**config.mk**
```make
export PLATFORM = sky130hd
export DESIGN_NAME = wb_stage
export DESIGN_NICKNAME = d
export VERILOG_FILES = /design/src/rtl/wb_stage.sv
export SDC_FILE = /design/constraint.sdc
export NUM_CORES = 1
export LEC_CHECK = 0
export BUFFER_PORTS_ARGS = -buffer_cell sky130_fd_sc_hd__buf_2
export CAP_MARGIN = 20
export CORE_AREA = 2 2 98 100
export CTS_BUF_LIST = sky130_fd_sc_hd__clkbuf_4 sky130_fd_sc_hd__clkbuf_8 sky130_fd_sc_hd__clkbuf_16
export CTS_CLUSTER_DIAMETER = 200
export DETAILED_ROUTE_END_ITERATION = 10
export DIE_AREA = 0 0 100 102
export PLACE_DENSITY_LB_ADDON = 0.05
export SLEW_MARGIN = 20
export SYNTH_ARGS = -nofsm -noshare
export SYNTH_HDL_FRONTEND = slang
export SYNTH_SLANG_ARGS = --single-unit
export TNS_END_PERCENT = 10
```
**constraint.sdc**
```tcl
create_clock -name clk -period 3.7 [get_ports clk]
set_input_delay 0.37 -clock clk [delete_from_list [all_inputs] [get_ports clk]]
set_output_delay 0.37 -clock clk [all_outputs]
set_load 0.005 [all_outputs]
```
**src/rtl/wb_stage.sv**
```systemverilog
// RV32I writeback: formats ALU/load/PC+4 results and holds each rd write for WRITE_HOLD clocks; optional instret counter under WB_INSTRET_EN.
// Latency: write visible one clock after accept; in_ready is low during HOLD except on its final cycle.
module wb_stage #(
    parameter int WRITE_HOLD = 2
) (
    input  logic        clk,
    input  logic        rst,
    input  logic        in_valid,
    output logic        in_ready,
    input  logic        in_reg_write,
    input  logic [4:0]  in_rd,
    input  logic [1:0]  in_wb_sel,
    input  logic [2:0]  in_funct3,
    input  logic [31:0] in_alu_result,
    input  logic [31:0] in_load_word,
    input  logic [31:0] in_pc_plus4,
    output logic        RegWrite,
    output logic [4:0]  WriteAddr,
    output logic [31:0] WriteData,
    output logic        fwd_valid,
    output logic [4:0]  fwd_rd,
    output logic [31:0] fwd_data,
    output logic        misalign,
    output logic [63:0] instret
);

    typedef enum logic {IDLE, HOLD} state_t;

    localparam logic [3:0] LAST = 4'(WRITE_HOLD - 1);

    state_t      state, state_nxt;
    logic [3:0]  hold_cnt, hold_cnt_nxt;
    logic        accept, wr, last_cycle, misalign_nxt;
    logic [1:0]  off;
    logic [7:0]  ld_byte;
    logic [15:0] ld_half;
    logic [31:0] ld_data, result;

    assign off        = in_alu_result[1:0];
    assign last_cycle = (state == HOLD) && (hold_cnt == LAST);
    assign accept     = in_valid && in_ready;
    assign wr         = accept && in_reg_write && (in_rd != 5'd0);

    always_ff @(posedge clk or negedge rst) begin
        if (!rst) begin
            state    <= IDLE;
            hold_cnt <= 4'd0;
        end else begin
            state    <= state_nxt;
            hold_cnt <= hold_cnt_nxt;
        end
    end

    always_comb begin
        state_nxt    = state;
        hold_cnt_nxt = hold_cnt;
        case (state)
            IDLE: begin
                if (wr) begin
                    state_nxt    = HOLD;
                    hold_cnt_nxt = 4'd0;
                end
            end
            HOLD: begin
                // Final hold cycle: a fresh write restarts the window with no bubble.
                if (hold_cnt == LAST) begin
                    state_nxt    = wr ? HOLD : IDLE;
                    hold_cnt_nxt = 4'd0;
                end else begin
                    hold_cnt_nxt = hold_cnt + 4'd1;
                end
            end
            default: begin
                state_nxt    = IDLE;
                hold_cnt_nxt = 4'd0;
            end
        endcase
    end

    always_comb begin
        in_ready  = rst && ((state == IDLE) || last_cycle);
        RegWrite  = (state == HOLD);
        fwd_valid = (state == HOLD);
    end

    assign fwd_rd   = WriteAddr;
    assign fwd_data = WriteData;

    always_comb begin
        ld_byte = in_load_word[{off, 3'b000} +: 8];
        ld_half = off[1] ? in_load_word[31:16] : in_load_word[15:0];
        case (in_funct3)
            3'b000:  ld_data = {{24{ld_byte[7]}}, ld_byte};
            3'b100:  ld_data = {24'd0, ld_byte};
            3'b001:  ld_data = {{16{ld_half[15]}}, ld_half};
            3'b101:  ld_data = {16'd0, ld_half};
            default: ld_data = in_load_word;
        endcase
        case (in_wb_sel)
            2'b01:   result = ld_data;
            2'b10:   result = in_pc_plus4;
            default: result = in_alu_result;
        endcase
    end

    always_comb begin
        misalign_nxt = 1'b0;
        if (accept && (in_wb_sel == 2'b01)) begin
            if (in_funct3[1:0] == 2'b01)
                misalign_nxt = off[0];
            else if (in_funct3 == 3'b010)
                misalign_nxt = (off != 2'b00);
        end
    end

    always_ff @(posedge clk or negedge rst) begin
        if (!rst) begin
            WriteAddr <= 5'd0;
            WriteData <= 32'd0;
            misalign  <= 1'b0;
        end else begin
            misalign <= misalign_nxt;
            if (wr) begin
                WriteAddr <= in_rd;
                WriteData <= result;
            end
        end
    end

`ifdef WB_INSTRET_EN
    always_ff @(posedge clk or negedge rst) begin
        if (!rst)
            instret <= 64'd0;
        else if (accept)
            instret <= instret + 64'd1;
    end
`else
    assign instret = 64'd0;
`endif

endmodule

```
==> flow_summary.ini, run 1 <==
[run_status]
status = complete, no violations

[power_and_ir_drop]
leakage_nw = 2.298
vdd_drop_max_mv = 0.2265
power.density_nw_per_um2 = 514.7

[sta]
skew_ps = 3.813
tns_ps = 0
worstMarginPinSlew_ps = 885.3
period_minus_slack_ps = 2391
rsz0062_at_grt = no
relSlewSlack_pct = 40.79
fmax_mhz = 418.2
hold_viol_final = 0
finalCritPeriodShare_pct = 64.62
setup_violations = 0
setup_slack_ps = 1309
drv_slew = 0

[floorplanning]
die_h_um = 102
design.core.area_um2 = 9109
initial_utilization_pct = 44.31
die_w_um = 100
die_area_um2 = 10200
rows = 35
io_pins = 252

[synthesis]
synthSimpleGateAreaFrac_pct = 11.66
synth-compound-area-share_pct = 31.53
syn_inst = 463
synthMuxAreaShare_pct = 3.689
ys_dominant_reg_cell = dfrtp_1
async_flop_share_pct = 100.0
postSynthAreaPerCell_um2 = 8.718
yosys.area_share.adder_pct = 1.240
synth_xor_area_share_pct = 0
yosysUniqueCellTypes = 54
synthesis.area_um2 = 4036
ys_warn_count = 0
synth_top_family_by_area = compound AO/OA/AOI/OAI gates
synth_enable_flop_cells = 0
yosys_register_bits = 43
ys_seq_area_share_pct = 26.66

[worst_setup_path]
crit_fanout = 20
startpoint = hold_cnt[0]$_DFFE_PN0P_
end_kind = register
path_class = register to register
crit_end = WriteData[12]$_DFFE_PN0P_
worst-r2r-setup-slack_ps = 1310
reg2reg_depth = 6
setup.worst_path.start_class = register
crit_arrival_ps = 2580
regToRegEndpoint = WriteData[12]$_DFFE_PN0P_
critPathRequiredTime_ps = 3890
r2r_start = hold_cnt[0]$_DFFE_PN0P_

[finish]
layout_common_cells = buf_2, conb_1, dfrtp_1
fill_cells = 916
syn_to_final_growth_pct = 13.67
mostFrequentLayoutCell = buf_2
drive_gt1_share_pct = 36.29
finish.utilization_pct = 50.37
final_nets = 700
antenna_cells = 0

[routing]
post_drt_wl_per_cell_um = 18.31
drtIter0Drc = 207
viasPerCell = 5.415
ant_nets = 0
drt_first_pass_iters = 4
postRouteWirelength_um = 12780
vias = 3780
drc_errors = 0

[placement]
hpwl_um = 9538
dpl_worst_slack_ps = 1224
gp_congestion = 0.8732
numPortBuffers = 187

[global_route]
grt_pass1_vias = 3539
grt_start_max_net_pins = 45
grt.overflow.total = 0
grtUsageTotal_pct = 23.92
grt_pass1_wl_um = 19100
antenna_found_initial = 0

[run]
cap_violations = 0

[clock_network]
cts_inserted_buffers = 5
cts_tree = done
clock-sinks = 43
cts.path.max_buffers = 2
worstSkewPairLatency_ps = 300
cts_max_level = 2
cts_root_buffer = clkbuf_8
cts_hold_buf = 0
postCtsSetupBuffers = 0
clk_pin_slew_worst_paths_ps = 90
cts-resized-gates = 0

[worst_hold_path]
min_path_type = input port to async pin
state kept, by name, summed over array words and instances, names as in the netlist:
name,flops
RegWrite,1
WriteAddr,5
WriteData,32
hold_cnt,4
misalign,1
Yosys cell counts (all sizes together), types with 5 or more instances:
master / instances / area, µm²
a21oi: 27 / 135.1
dfrtp: 43 / 1076
buf: 119 / 860.8
o21ai: 35 / 175.2
o31ai: 23 / 172.7
nand2: 8 / 30.03
clkbuf: 20 / 75.07
nor2: 10 / 45.04
nor3b: 7 / 52.55
mux2: 5 / 56.30
inv: 21 / 78.83
a2111oi: 7 / 136.4
a221oi: 19 / 166.4
nor2b: 31 / 193.9
mux2i: 7 / 70.07
o22ai: 8 / 50.05
a221o: 22 / 220.2
power breakdown:
| part | internal (mW) | switching [mW] |
|---|---|---|
| sequential | 0.685 | 0.187 |
| combinational | 0.526 | 0.510 |
| clock | 0.278 | 0.176 |
| total | 1.49 | 0.873 |
how the worst min path moves through the flow:
| stage | start | end | depth (start not counted) |
|---|---|---|---|
| 4_1_cts | rst | WriteData[25]$_DFFE_PN0P_ | 2 |
| 5_1_grt | rst | WriteData[26]$_DFFE_PN0P_ | 2 |
| 3_5_place_dp | WriteAddr[0]$_DFFE_PN0P_ | WriteAddr[0]$_DFFE_PN0P_ | 1 |
| 3_3_place_gp | WriteAddr[0]$_DFFE_PN0P_ | WriteAddr[0]$_DFFE_PN0P_ | 1 |
| 2_1_floorplan | rst | RegWrite$_DFF_PN0_ | 0 |
| 6_report | rst | WriteData[25]$_DFFE_PN0P_ | 2 |
critical path, cell delays in order, from the launching register on:
cell and delay, ps:
dfrtp_1 450, ha_1 220, or3b_4 240, a21o_1 550
buf_4 400, a2111oi_4 90, a221oi_1 350
through the flow:
| stage | cells | hold WS (ps) | total power, mW | cell area [µm²] |
|---|---|---|---|---|
| after detailed placement | 690 | 499.8 | 1.923 | 4452 |
| final | 698 | 231.1 | 2.361 | 4588 |
| after global placement | 690 | 491.0 | 1.904 | 4452 |
| after floorplan | 526 | 74.41 | 1.652 | 4273 |
| after CTS | 698 | 262.0 | 2.374 | 4588 |
| after global routing | 698 | 284.8 | 2.536 | 4588 |
final cells by class:
cell class                 count  area, µm²  area share [%]
clock buffer                   6      76.32           1.663
sequential                    43       1076           23.45
timing repair buffer         192      973.4           21.22
clock inverter                 2      60.06           1.309
inverter                      21      78.83           1.718
tap                          111      138.9           3.027
multi-input combinational    323       2185           47.61
kinds of logic (layout without fill, tap and decap cells):
kind of cell | Yosys count | in the layout
AOI/OAI and AO/OA | 165 | 165
buffers and inverters | 160 | 221
and+or+nand+nor | 77 | 77
DFF | 43 | 43
muxes | 13 | 13
adders and majority gates | 4 | 4
other | 1 | 64
per-layer routing:
metal / up-vias / share of wire, % / track usage [%] / routed length (µm)
met5: - / 0 / 0 / 0
met4: 0 / 1.3 / 5.269 / 172
met3: 13 / 6.2 / 2.599 / 793
li1: 1770 / - / - / -
met2: 185 / 50 / 41.74 / 6334
met1: 1812 / 43 / 32.24 / 5477
(Power assumes the default switching activity.)
==> run 2: changes to the inputs <==
--- a/config.mk
+++ b/config.mk
@@ -5,13 +5,13 @@
 export SDC_FILE = /design/constraint.sdc
 export NUM_CORES = 1
 export LEC_CHECK = 0
+export ABC_AREA = 1
 export BUFFER_PORTS_ARGS = -buffer_cell sky130_fd_sc_hd__buf_2
 export CAP_MARGIN = 20
-export CORE_AREA = 2 2 98 100
+export CORE_UTILIZATION = 44
 export CTS_BUF_LIST = sky130_fd_sc_hd__clkbuf_4 sky130_fd_sc_hd__clkbuf_8 sky130_fd_sc_hd__clkbuf_16
 export CTS_CLUSTER_DIAMETER = 200
 export DETAILED_ROUTE_END_ITERATION = 10
-export DIE_AREA = 0 0 100 102
 export PLACE_DENSITY_LB_ADDON = 0.05
 export SLEW_MARGIN = 20
 export SYNTH_ARGS = -nofsm -noshare
==> constraint.sdc (replaced) <==
create_clock -name clk -period 2.4 [get_ports clk]
set_input_delay 0.24 -clock clk [delete_from_list [all_inputs] [get_ports clk]]
set_output_delay 0.24 -clock clk [all_outputs]
set_load 0.005 [all_outputs]
==> run 2 against run 1 <==
Net effect: non-clock buffer count grew 4; combinational power increased by 46%; synthesized area is 1.2% lower; die area shrank 7.4%; routed wire length down 9.9%; cell count is 25% higher; clock skew is 3.4 ps higher; design area down 0.79%.
==> flow_summary.ini, run 2 <==
[clock_network]
cts-resized-gates = 0
postCtsSetupBuffers = 0
clk_pin_slew_worst_paths_ps = 100
worstSkewPairLatency_ps = 300
cts_tree = done
cts_root_buffer = clkbuf_8
cts_inserted_buffers = 5
cts_hold_buf = 0
clock-sinks = 43
cts.path.max_buffers = 2
cts_max_level = 2

[sta]
finalCritPeriodShare_pct = 80.84
setup_violations = 0
rsz0062_at_grt = no
worstMarginPinSlew_ps = 662.8
fmax_mhz = 515.4
period_minus_slack_ps = 1940
relSlewSlack_pct = 55.65
tns_ps = 0
skew_ps = 7.208
drv_slew = 0
hold_viol_final = 0

[global_route]
grt.overflow.total = 0
grt_pass1_wl_um = 18640
grt_pass1_vias = 3749
grtUsageTotal_pct = 24.46
antenna_found_initial = 0
grt_start_max_net_pins = 54

[floorplanning]
design.core.area_um2 = 8763
io_pins = 252
die_w_um = 97.19
rows = 34
initial_utilization_pct = 45.49
die_h_um = 97.19
die_area_um2 = 9445

[synthesis]
ys_warn_count = 0
ys_dominant_reg_cell = dfrtp_1
ys_seq_area_share_pct = 26.99
postSynthAreaPerCell_um2 = 6.338
yosysUniqueCellTypes = 30
yosysMostFrequentCell = nand2_1
yosysTopAreaCell = dfrtp_1
synth_enable_flop_cells = 0
synthesis.area_um2 = 3986
async_flop_share_pct = 100.0
synth_top_area_share_pct = 26.99
yosys_register_bits = 43
syn_inst = 629
synthTopCellsByCount = nand2_1, nor2_1, buf_4
synthTopCellsByArea = dfrtp_1, buf_4, nand2_1

[routing]
vias = 4044
ant_nets = 0
drtIter0Drc = 203
wl_met2_um = 5445
met1Wirelength_um = 5018
post_drt_wl_per_cell_um = 13.15
viasPerCell = 4.622
drt_first_pass_iters = 4
postRouteWirelength_um = 11510
route.met3.wl_um = 856
drc_errors = 0
top_layer_used = met4

[finish]
finish.utilization_pct = 51.94
layout_common_cells = nand2_1, buf_2, nor2_1
antenna_cells = 0
top_regs = WriteData: 32 flops, WriteAddr: 5 flops, hold_cnt: 4 flops
syn_to_final_growth_pct = 14.19
largest_reg_flops = 32
top_register = WriteData
final_nets = 880
drive_gt1_share_pct = 30.12
mostFrequentLayoutCell = nand2_1
fill_cells = 952

[worst_setup_path]
max_stage_delay_ps = 410
end_kind = register
reg2reg_depth = 11
cp_num_buf_inv = 2
critPathRequiredTime_ps = 2640
crit_fanout = 53
worstSetupPathDepth = 11
path_class = register to register
setup.worst_path.start_class = register
crit_path_top_delay_cell = dfrtp_1
crit_arrival_ps = 2180
cp_cell_sequence = inv_1 > ha_1 > nand3_1 > nand2_2 > nand3_1 > nor2_1 > nand2_2 > buf_12 > nor2_1 > nand2_1 > nand2_1
cp_top_family = simple AND/OR/NAND/NOR gates

[placement]
gp_congestion = 0.8946
numPortBuffers = 187
hpwl_um = 8936

[run_status]
status = complete, no violations

[power_and_ir_drop]
power_mw = 3.426
vdd_drop_max_mv = 0.2902
leakage_nw = 2.794
power.density_nw_per_um2 = 752.7

[worst_hold_path]
min_path_type = input port to async pin

[run]
cap_violations = 0
==> run 2: changes by cell type after synthesis, sizes merged, moves of 22 or more <==
cell	change
o31ai	-23
a221o	-22
nand2	+204
nor2	+101
nor2b	-31
==> run 2: kinds of logic after synthesis <==
group / count (synthesis) / synth area share, %
compound gates: 66 / 8.443
xor+xnor: 1 / 0.2198
fa+ha+maj: 4 / 1.256
buf+inv: 156 / 26.11
flops: 43 / 26.99
other cells: 1 / 0.09407
simple gates: 358 / 36.88
==> run 2: cell type report <==
| class | instances | area (µm²) | area share (%) |
|---|---|---|---|
| clock buffers | 5 | 68.82 | 1.512 |
| clock inverters | 3 | 43.79 | 0.9621 |
| inverters | 27 | 103.9 | 2.281 |
| multi-input cells | 493 | 2108 | 46.32 |
| flip-flops and latches | 43 | 1076 | 23.64 |
| well taps | 108 | 135.1 | 2.969 |
| repair buffers | 196 | 1016 | 22.32 |
==> run 2: power breakdown <==
part / total, mW / switching [mW] / internal [mW]
Sequential: 1.32 / 0.270 / 1.05
Clock: 0.593 / 0.282 / 0.311
Combinational: 1.52 / 0.796 / 0.721
Total: 3.43 / 1.35 / 2.08
==> run 2: path summary, 6_finish.rpt <==
path / startpoint / to / slack [ps]
hold reg to reg: WriteAddr[3]$_DFFE_PN0P_ / WriteAddr[3]$_DFFE_PN0P_ / 500
setup / recovery: hold_cnt[1]$_DFFE_PN0P_ / WriteData[24]$_DFFE_PN0P_ / 460
hold / removal: rst / WriteData[23]$_DFFE_PN0P_ / 100
min in group clk: in_rd[3] / WriteAddr[3]$_DFFE_PN0P_ / 150
setup reg to reg: hold_cnt[1]$_DFFE_PN0P_ / WriteData[24]$_DFFE_PN0P_ / 460
max in group asynchronous: rst / WriteData[22]$_DFFE_PN0P_ / 1920
==> run 2: worst register-to-register path, cell delays in order (launching register included) <==
cell and delay, ps:
dfrtp_1 410, inv_1 80, ha_1 140, nand3_1 100, nand2_2 110, nand3_1 110
nor2_1 170, nand2_2 240, buf_12 270, nor2_1 140, nand2_1 60, nand2_1 50
==> run 2: per-stage QoR <==
stage | hold slack [ps] | std cells | setup WS [ps] | cell area (µm²)
floorplan | -55.59 | 692 | 863.2 | 4223
global placement | 441.6 | 867 | 570.5 | 4439
detailed placement | 439.6 | 867 | 483.8 | 4439
CTS | 101.4 | 875 | 455.2 | 4552
global route | 140.3 | 875 | 165.9 | 4552
finish | 96.00 | 875 | 459.8 | 4552
==> run 2: per-layer routing <==
layer  track usage [%]  up-vias
met1             31.57     1797
met5                 0        -
met4             6.774        0
met3             4.676       11
met2             41.60      182
li1                  -     2054
==> run 3: changes to the inputs <==
--- a/config.mk
+++ b/config.mk
@@ -8,7 +8,8 @@
 export ABC_AREA = 1
 export BUFFER_PORTS_ARGS = -buffer_cell sky130_fd_sc_hd__buf_2
 export CAP_MARGIN = 20
-export CORE_UTILIZATION = 44
+export CORE_ASPECT_RATIO = 1.2
+export CORE_UTILIZATION = 40
 export CTS_BUF_LIST = sky130_fd_sc_hd__clkbuf_4 sky130_fd_sc_hd__clkbuf_8 sky130_fd_sc_hd__clkbuf_16
 export CTS_CLUSTER_DIAMETER = 200
 export DETAILED_ROUTE_END_ITERATION = 10
==> constraint.sdc (replaced) <==
create_clock -name clk -period 1.6 [get_ports clk]
set_input_delay 0.16 -clock clk [delete_from_list [all_inputs] [get_ports clk]]
set_output_delay 0.16 -clock clk [all_outputs]
set_load 0.005 [all_outputs]
==> run 3 against run 2 <==
Net effect: global-route usage is 0.87 points lower; die area up 9.8%; sequential power up 49%; critical path depth fell by 4; sequential share of layout area decreased by 2.3 points; core utilization rose by 0.50 points; combinational power up 73%; worst setup slack worse by 460 ps; largest cell class unchanged; highest routed layer unchanged.
==> flow_summary.ini, run 3 (synthesis results as in run 2) <==
[run_status]
status = complete, no violations

[sta]
finalCritPeriodShare_pct = 99.94
worstMarginPinSlew_ps = 522.8
fmax_mhz = 625.4
tns_ps = 0
skew_ps = 8.375
rsz0062_at_grt = yes
drv_slew = 0
relSlewSlack_pct = 65.15
hold_viol_final = 0
period_minus_slack_ps = 1599
setup_violations = 0

[placement]
gp_congestion = 0.7999
numPortBuffers = 187
hpwl_um = 9282

[power_and_ir_drop]
power.density_nw_per_um2 = 1123
power_mw = 5.659
leakage_nw = 2.967
vdd_drop_max_mv = 0.5654

[finish]
drive_gt1_share_pct = 35.87
antenna_cells = 0
fill_cells = 1034
largest_reg_flops = 32
syn_to_final_growth_pct = 26.46
top_regs = WriteData: 32 flops, WriteAddr: 5 flops, hold_cnt: 4 flops
top_register = WriteData
final_nets = 902
layout_common_cells = nand2_1, buf_2, nor2_1
mostFrequentLayoutCell = nand2_1

[worst_setup_path]
end_kind = output pin
crit_arrival_ps = 1440
critPathRequiredTime_ps = 1440
setup.worst_path.start_class = register
path_class = register to output pin
crit_fanout = 4

[routing]
vias = 4260
viasPerCell = 4.671
ant_nets = 0
drt_first_pass_iters = 5
postRouteWirelength_um = 12680
drc_errors = 0
post_drt_wl_per_cell_um = 13.90
drtIter0Drc = 200

[worst_hold_path]
min_path_type = input port to async pin

[clock_network]
worstSkewPairLatency_ps = 300
clk_pin_slew_worst_paths_ps = 70
cts.path.max_buffers = 2
cts_root_buffer = clkbuf_16
cts_max_level = 2
clock-sinks = 43
cts_tree = done
cts_inserted_buffers = 5

[floorplanning]
initial_utilization_pct = 41.47
die_h_um = 111.4
design.core.area_um2 = 9613
io_pins = 252
die_area_um2 = 10370
rows = 39
die_w_um = 93.13

[global_route]
grtUsageTotal_pct = 23.59
grt_start_max_net_pins = 38
grt_pass1_vias = 3917
grt_pass1_wl_um = 19100
antenna_found_initial = 0
grt.overflow.total = 0

[run]
cap_violations = 0
==> run 3: cell types whose count changed in the layout (fill, tap and decap cells not counted), moves of 3 or more <==
| cell | previous run | this run |
|---|---|---|
| o21ai_0 | 17 | 12 |
| nand2_2 | 13 | 16 |
| nor2_4 | 1 | 4 |
| o21ai_1 | 0 | 5 |
| nor2_2 | 1 | 18 |
| nand3_1 | 21 | 18 |
| clkbuf_16 | 0 | 7 |
| nor2_1 | 109 | 89 |
| nand2_1 | 197 | 192 |
| buf_4 | 8 | 19 |
| buf_12 | 1 | 5 |
| clkbuf_8 | 5 | 0 |
==> run 3: per-stage QoR <==
step / utilization, % / cells / instance area, µm² / hold WS, ps / setup WS, ps
6_report: 52.44 / 912 / 5041 / 25.56 / 0.9949
5_1_grt: 52.44 / 912 / 5041 / 79.57 / -114.0
3_5_place_dp: 47.78 / 895 / 4593 / 25.78 / -62.65
3_3_place_gp: 47.78 / 895 / 4593 / 25.34 / 49.72
4_1_cts: 50.57 / 908 / 4861 / 20.98 / -5.841
2_1_floorplan: - / 692 / 4223 / -135.6 / 63.17
==> run 3: final timing paths <==
kind | start | end | slack, ps | cells past startpoint
max | hold_cnt[0]$_DFFE_PN0P_ | in_ready | 1 | 7
min | rst | WriteAddr[4]$_DFFE_PN0P_ | 30 | 2
max reg2reg | hold_cnt[0]$_DFFE_PN0P_ | WriteData[12]$_DFFE_PN0P_ | 10 | 10
min reg2reg | WriteAddr[3]$_DFFE_PN0P_ | WriteAddr[3]$_DFFE_PN0P_ | 490 | 2
max in group asynchronous | rst | WriteData[1]$_DFFE_PN0P_ | 1000 | 2
min in group clk | in_rd[3] | WriteAddr[3]$_DFFE_PN0P_ | 90 | 3
==> run 3: what timing repair did <==
| action | in CTS | in global routing |
|---|---|---|
| endpoints found under the setup margin | 41 | 42 |
| endpoints found under the hold margin | 6 | 0 |
| resized for setup | 15 | 37 |
| pin swaps | 2 | 3 |
| hold buffers | 1 | 0 |
| gates cloned | 2 | 2 |
| buffers inserted | 2 | 2 |
==> run 3: final cells by class <==
type                       count  area, µm²  share of cell area, %
multi-input combinational    493       2240                  44.43
clock buffer                   5      125.1                  2.482
timing repair buffer         218       1316                  26.11
inverter                      27      106.4                  2.110
sequential                    43       1076                  21.35
tap                          123      153.9                  3.053
clock inverter                 3      23.77                 0.4716
==> run 3: critical path, cell delays in order (launching register included) <==
cell     delay (ps)
dfrtp_1         440
ha_4            190
nand3_2          70
nand2_2          70
buf_4           170
inv_4            60
nor2_1           30
buf_2           110
==> run 3: routing by layer <==
layer / GRT usage, % / wire, µm
met5: 0 / 0
met4: 7.077 / 232
met1: 29.37 / 5185
met3: 2.527 / 770
met2: 42.35 / 6490
==> run 3: power by group <==
group	switching (mW)	total (mW)	internal (mW)	leakage, nW
clock network	0.477	1.06	0.585	0.0664
registers	0.397	1.97	1.57	0.544
logic	1.34	2.63	1.29	2.36
